==> src/rtl/mcp9808_pkg.sv <==
// Shared encodings for the mcp9808 command scheduler: tempWrite kinds,
// scheduler states and the kind of op currently in flight.
package mcp9808_pkg;

  localparam logic [1:0] NO_T   = 2'b00;
  localparam logic [1:0] T_LOWR = 2'b01;
  localparam logic [1:0] T_UPPR = 2'b10;
  localparam logic [1:0] T_CRIT = 2'b11;

  typedef enum logic [2:0] {
    ST_IDLE,
    ST_ISSUE,
    ST_WAIT_BUSY,
    ST_WAIT_DONE,
    ST_SHDN
  } sched_state_t;

  typedef enum logic [2:0] {
    OP_NONE,
    OP_BND,
    OP_RES,
    OP_SAMPLE,
    OP_SHDN_ENTER,
    OP_SHDN_EXIT
  } sched_op_t;

endpackage

==> src/rtl/mcp9808_sched_timer.sv <==
// Periodic sample timer: wraps every PERIOD_CYCLES enabled cycles and keeps a
// saturating sample-pending flag that also absorbs on-demand requests.
module mcp9808_sched_timer #(
  parameter int PERIOD_CYCLES = 1000000,
  parameter int CNT_W         = 24
) (
  input  logic clk,
  input  logic rst,
  input  logic cnt_en,
  input  logic sample_now,
  input  logic pend_clr,
  output logic smp_pend
);

  localparam logic [CNT_W-1:0] CNT_LAST = CNT_W'(PERIOD_CYCLES - 1);

  logic [CNT_W-1:0] cnt;
  logic             expire;

  assign expire = cnt_en && (cnt == CNT_LAST);

  always_ff @(posedge clk) begin
    if (rst) begin
      cnt      <= '0;
      smp_pend <= 1'b0;
    end else begin
      if (cnt_en) cnt <= expire ? '0 : cnt + 1'b1;
      // a new request in the same cycle as the issue stays pending
      if (sample_now || expire) smp_pend <= 1'b1;
      else if (pend_clr)        smp_pend <= 1'b0;
    end
  end

endmodule

==> src/rtl/mcp9808_scheduler.sv <==
// Command sequencer in front of the mcp9808 block: arbitrates host requests and
// runs one sensor op at a time, handshaking on sns_ready.
//
//  state        | meaning
//  ST_IDLE      | nothing in flight, pick next request when sensor ready
//  ST_ISSUE     | one-cycle strobe (sns_update / sns_tempWrite) is on the bus
//  ST_WAIT_BUSY | waiting for sensor to drop ready
//  ST_WAIT_DONE | waiting for sensor to raise ready again
//  ST_SHDN      | sensor held in shutdown until host releases it
module mcp9808_scheduler
  import mcp9808_pkg::*;
#(
  parameter int         PERIOD_CYCLES  = 1000000,
  parameter int         TIMEOUT_CYCLES = 65535,
  parameter int         CNT_W          = 24,
  parameter logic [1:0] RES_DEFAULT    = 2'b11
) (
  input  logic        clk,
  input  logic        rst,
  input  logic        sample_en,
  input  logic        sample_now,
  input  logic        host_shutdown,
  input  logic [1:0]  res_req,
  input  logic        bnd_req_valid,
  input  logic [1:0]  bnd_req_kind,
  input  logic [10:0] bnd_req_val,
  input  logic        err_clr,
  output logic        sample_valid,
  output logic [15:0] sample_data,
  output logic        busy,
  output logic        in_shutdown,
  output logic        err_timeout,
  input  logic        sns_ready,
  input  logic [15:0] sns_temp,
  output logic        sns_update,
  output logic [1:0]  sns_tempWrite,
  output logic [10:0] sns_tempInput,
  output logic [1:0]  sns_res,
  output logic        sns_shutdown
);

  localparam logic [CNT_W-1:0] TMO_LAST = CNT_W'(TIMEOUT_CYCLES - 1);

  sched_state_t     state;
  sched_op_t        op;
  logic [CNT_W-1:0] tmo_cnt;
  logic [3:1]       slot_vld;
  logic [10:0]      slot_val [3:1];
  logic [1:0]       pick_kind;
  logic             res_pend;
  logic             smp_pend;
  logic             issue_smp;
  logic             tmo_hit;

  assign busy        = (state != ST_IDLE) && (state != ST_SHDN);
  assign in_shutdown = (state == ST_SHDN);
  assign res_pend    = (res_req != sns_res);
  assign tmo_hit     = (tmo_cnt >= TMO_LAST);

  always_comb begin
    pick_kind = NO_T;
    if      (slot_vld[3]) pick_kind = T_CRIT;
    else if (slot_vld[2]) pick_kind = T_UPPR;
    else if (slot_vld[1]) pick_kind = T_LOWR;
  end

  assign issue_smp = (state == ST_IDLE) && sns_ready && !host_shutdown &&
                     (pick_kind == NO_T) && !res_pend && smp_pend;

  mcp9808_sched_timer #(
    .PERIOD_CYCLES(PERIOD_CYCLES),
    .CNT_W        (CNT_W)
  ) u_timer (
    .clk       (clk),
    .rst       (rst),
    .cnt_en    (sample_en && (state != ST_SHDN)),
    .sample_now(sample_now),
    .pend_clr  (issue_smp),
    .smp_pend  (smp_pend)
  );

  always_ff @(posedge clk) begin
    if (rst) begin
      state         <= ST_IDLE;
      op            <= OP_NONE;
      tmo_cnt       <= '0;
      slot_vld      <= '0;
      for (int k = 1; k <= 3; k++) slot_val[k] <= '0;
      sample_valid  <= 1'b0;
      sample_data   <= '0;
      err_timeout   <= 1'b0;
      sns_update    <= 1'b0;
      sns_tempWrite <= NO_T;
      sns_tempInput <= '0;
      sns_res       <= RES_DEFAULT;
      sns_shutdown  <= 1'b0;
    end else begin
      sample_valid <= 1'b0;
      if (err_clr) err_timeout <= 1'b0;

      case (state)
        ST_IDLE: begin
          tmo_cnt <= '0;
          if (sns_ready) begin
            if (host_shutdown) begin
              sns_shutdown <= 1'b1;
              op           <= OP_SHDN_ENTER;
              state        <= ST_WAIT_BUSY;
            end else if (pick_kind != NO_T) begin
              sns_tempInput       <= slot_val[pick_kind];
              sns_tempWrite       <= pick_kind;
              slot_vld[pick_kind] <= 1'b0;
              op                  <= OP_BND;
              state               <= ST_ISSUE;
            end else if (res_pend) begin
              sns_res <= res_req;
              op      <= OP_RES;
              state   <= ST_ISSUE;
            end else if (smp_pend) begin
              sns_update <= 1'b1;
              op         <= OP_SAMPLE;
              state      <= ST_ISSUE;
            end
          end
        end
        ST_ISSUE: begin
          sns_update    <= 1'b0;
          sns_tempWrite <= NO_T;
          tmo_cnt       <= '0;
          state         <= ST_WAIT_BUSY;
        end
        ST_WAIT_BUSY, ST_WAIT_DONE: begin
          if ((state == ST_WAIT_BUSY) && !sns_ready) begin
            tmo_cnt <= '0;
            state   <= ST_WAIT_DONE;
          end else if ((state == ST_WAIT_DONE) && sns_ready) begin
            if (op == OP_SAMPLE) begin
              sample_data  <= sns_temp;
              sample_valid <= 1'b1;
            end
            state <= (op == OP_SHDN_ENTER) ? ST_SHDN : ST_IDLE;
            op    <= OP_NONE;
          end else if (tmo_hit) begin
            // abandon the op; shutdown level follows the host so IDLE can retry it
            err_timeout   <= 1'b1;
            sns_update    <= 1'b0;
            sns_tempWrite <= NO_T;
            sns_shutdown  <= host_shutdown;
            op            <= OP_NONE;
            state         <= ST_IDLE;
          end else begin
            tmo_cnt <= tmo_cnt + 1'b1;
          end
        end
        ST_SHDN: begin
          tmo_cnt <= '0;
          if (!host_shutdown) begin
            sns_shutdown <= 1'b0;
            op           <= OP_SHDN_EXIT;
            state        <= ST_WAIT_BUSY;
          end
        end
        default: begin
          op    <= OP_NONE;
          state <= ST_IDLE;
        end
      endcase

      // placed after the issue clear so a same-kind request arriving now survives
      if (bnd_req_valid && (bnd_req_kind != NO_T)) begin
        slot_vld[bnd_req_kind] <= 1'b1;
        slot_val[bnd_req_kind] <= bnd_req_val;
      end
    end
  end

endmodule
==> config.mk <==
export PLATFORM = sky130hd
export DESIGN_NAME = mcp9808_scheduler
export DESIGN_NICKNAME = d
export VERILOG_FILES = /design/src/rtl/mcp9808_pkg.sv /design/src/rtl/mcp9808_sched_timer.sv /design/src/rtl/mcp9808_scheduler.sv
export SDC_FILE = /design/constraint.sdc
export NUM_CORES = 1
export LEC_CHECK = 0
export CAP_MARGIN = 20
export CORE_MARGIN = 4
export CORE_UTILIZATION = 47
export DETAILED_ROUTE_END_ITERATION = 16
export PLACE_DENSITY = 0.69
export SYNTH_ARGS = -nofsm -noshare
export SYNTH_HDL_FRONTEND = slang
export SYNTH_SLANG_ARGS = --single-unit
==> constraint.sdc <==
create_clock -name clk -period 3.3 [get_ports clk]
set_clock_uncertainty 0.05 [all_clocks]
set_input_delay 0.66 -clock clk [delete_from_list [all_inputs] [get_ports clk]]
set_output_delay 0.66 -clock clk [all_outputs]
set_load 0.01 [all_outputs]
==> results.md <==
- Post-synth cell types: 62
- P_sw: 0.880 mW
- Post-Syn Instances: 622
- CP required: 2.59 ns
- CORE AREA: 12800 um^2
- Final HPWL DP: 9550 um
- Leakage: 2.67 nW
- Yosys reg bits: 137
- Vias in the first global route: 4817
- Sequential Power Share: 46.8%
- Final ANT Viol Nets: 0
- CP arrival: 2.10 ns
- Hold Fails Final Rpt: 0
- Worst-path fanout max: 17
- # DRC: 0
- Switching part of the total: 22.4%
- Area Overhead vs Synth: 24.2%
- Endpoint type of the worst setup path: primary output
- Final period util: 85.1%
- H-tree Lvls: 4
- Die W: 123 um
- Cell taking the most area after synthesis: dfxtp_1
- Logic pwr share: 8.2%
- Max_cap viols: 0
- Total CTS buffers: 17
- Top Ports: 76
- Status: complete, no violations
- RSZ-0062 raised after global routing: no
- Grt total ovfl: 0
- Die Span Y: 123 um
- Clock power frac: 45.0%
- Netlist Area Pre-Place: 6210 um^2
- Seq/Total Area, Yosys: 51.3%
- Pin count of the biggest net entering global routing: 47
- Slew HR: 54.3%
- GPL Wtd Cong: 0.812
- Layout cells sized above 1: 10.1%
- Die area: 15100 um^2
- Wirelength per Cell: 16.0 um
- CTS hold repair buffers: 0
- Nets: 744
- Antenna violations before repair: 0
- Max stage delay on crit path: 0.57 ns
- Root Buffer: clkbuf_16
- F_max: 356 MHz
- Clock sinks: 137
- Yosys top cell area share: 30.0%
- Total GRT Usage: 19.6%
- Top cells by area, synth: dfxtp_1, edfxtp_1, nor2_1, and2_1, mux2i_1
- Drt first pass iters: 5
- FP Rows: 41
- Most common cell after layout, fill and taps aside: dfxtp_1
- Cell area power density: 509 nW/um^2
- Peak supply drop: 305 uV
- Hold WC Path Type: reg -> reg
- Crit-path cells: or3b_1 -> inv_1 -> clkdlybuf4s50_1
- Async SR Flop Fraction: 0%
- Global-route wire length before repair: 23100 um
- Internal: 3.04 mW
- Most frequent cells in the layout: dfxtp_1, clkdlybuf4s50_1, nor2_1
- Pin slew with the least headroom to its limit: 0.685 ns
- Primary FF master, synth: dfxtp_1
- IO Port Bufs: 75
- Max Slew Vio Count: 0
- Kind of critical path: reg -> out
- Vias per cell: 5.52
- Final setup TNS: 0 ns
- TritonCTS clock tree: built
- Post-synth EDFFs: 44
- Clk buf depth: 2
- # Post-CTS Setup Buffers: 0
- CP max-delay cell: or3b_1
- Routed via count: 4893
- Final Setup Violations: 0
- Post-layout min period: 2.81 ns
- WL final: 14200 um
- 1st-iter DRT viols: 473
- Latest clock arrival within the worst-skew pair: 0.42 ns
- Reg clk slew, reported paths: 0.06 ns
- CP startpoint kind: register
- Post-layout util: 60.3%
- Post-CTS sizing: 0
- N_diodes: 0
- Starting Density: 48.6%
- Syn Area/Cell: 9.98 um^2
- Yosys warning count: 0
==> state kept, by name, indices dropped and copies added (netlist names) <==
| signal | count |
|---|---|
| tmo_cnt | 24 |
| sns_update | 1 |
| err_timeout | 1 |
| sample_data | 16 |
| op | 3 |
| slot_vld | 3 |
| state | 3 |
| u_timer.cnt | 24 |
| sns_shutdown | 1 |
| slot_val | 44 |
| sns_res | 2 |
| u_timer.smp_pend | 1 |
| sample_valid | 1 |
| sns_tempInput | 11 |
| sns_tempWrite | 2 |
==> cell families (layout without fill, tap and decap cells) <==
kind of cell               count (synthesis)  count (layout)  synth area share (%)
AOI/OAI and AO/OA                        101             101                  11.7
xor gates and xnor gates                  23              23                  3.25
adders and majority gates                  3               3                 0.605
buffers and inverters                     53             135                  3.59
DFF                                      137             137                  51.3
muxes                                     34              34                  5.73
other                                      1              11                0.0604
and+or+nand+nor                          270             270                  23.8
==> cells in the mapped netlist (3+ instances only) <==
| library cell | instances |
|---|---|
| nand2b_1 | 14 |
| nor4b_1 | 3 |
| or3_1 | 8 |
| nor4_1 | 14 |
| a31o_2 | 3 |
| o2111ai_1 | 5 |
| mux2i_1 | 22 |
| o211ai_1 | 17 |
| nand3_1 | 21 |
| inv_1 | 14 |
| nor3_1 | 8 |
| nor2_1 | 70 |
| or2_2 | 3 |
| clkbuf_1 | 26 |
| o31ai_1 | 6 |
| buf_2 | 10 |
| edfxtp_1 | 44 |
| and2_1 | 37 |
| dfxtp_1 | 93 |
| ha_1 | 3 |
| mux2_2 | 12 |
| nor3b_1 | 6 |
| or4_1 | 4 |
| and4_1 | 4 |
| a311oi_1 | 12 |
| nand4_1 | 10 |
| xor2_1 | 6 |
| xnor2_1 | 17 |
| nand2_1 | 50 |
| and3_1 | 4 |
| a21oi_1 | 24 |
| o21ai_0 | 9 |
==> critical path: cells and delay by family (launching register included) <==
kind,cells,cell delay (ns)
buf+inv,2,0.64
simple gates,1,0.57
flops,1,0.47
==> layer usage <==
metal / up-vias / wire length, um / track usage [%]
met3: 21 / 565 / 5.35
li1: 2408 / - / -
met2: 115 / 7110 / 32.5
met5: - / 0 / 0
met4: 0 / 221 / 6.16
met1: 2349 / 6260 / 24.9
==> cell type report <==
cell class,count,area (um^2)
fillers,1066,5070
flip-flops and latches,137,3180
multi-input cells,442,2850
repair buffers,89,851
clock buffers,24,482
well taps,172,215
clock inverters,7,70.1
inverters,15,56.3
==> path summary, 6_finish.rpt <==
check         startpoint          end  slack, ns  depth (start not counted)
min          tmo_cnt[19]  tmo_cnt[19]       0.42                          1
max reg2reg   tmo_cnt[1]   tmo_cnt[8]       0.69                          6
min reg2reg  tmo_cnt[19]  tmo_cnt[19]       0.42                          1
max             state[1]  in_shutdown       0.49                          3
==> power by group through the flow <==
stage                     Sequential, mW  Combinational, mW  Clock (mW)
after floorplan                     1.86              0.196           0
after global placement              1.87              0.314           0
after detailed placement            1.87              0.320           0
after CTS                           1.84              0.323        1.79
after global routing                1.84              0.355        1.87
final                               1.84              0.322        1.76
==> per-stage QoR <==
stage	power [mW]	cell area, um^2	setup WS, ns	hold slack, ns	std cells
2_1_floorplan	2.05	6240	1.15	0.391	632
3_3_place_gp	2.18	7160	0.578	0.411	855
3_5_place_dp	2.19	7160	0.527	0.418	855
4_1_cts	3.95	7710	0.482	0.425	886
5_1_grt	4.07	7710	0.417	0.443	886
6_report	3.92	7710	0.491	0.423	886
Note: power is estimated with default switching activity, not from simulation.
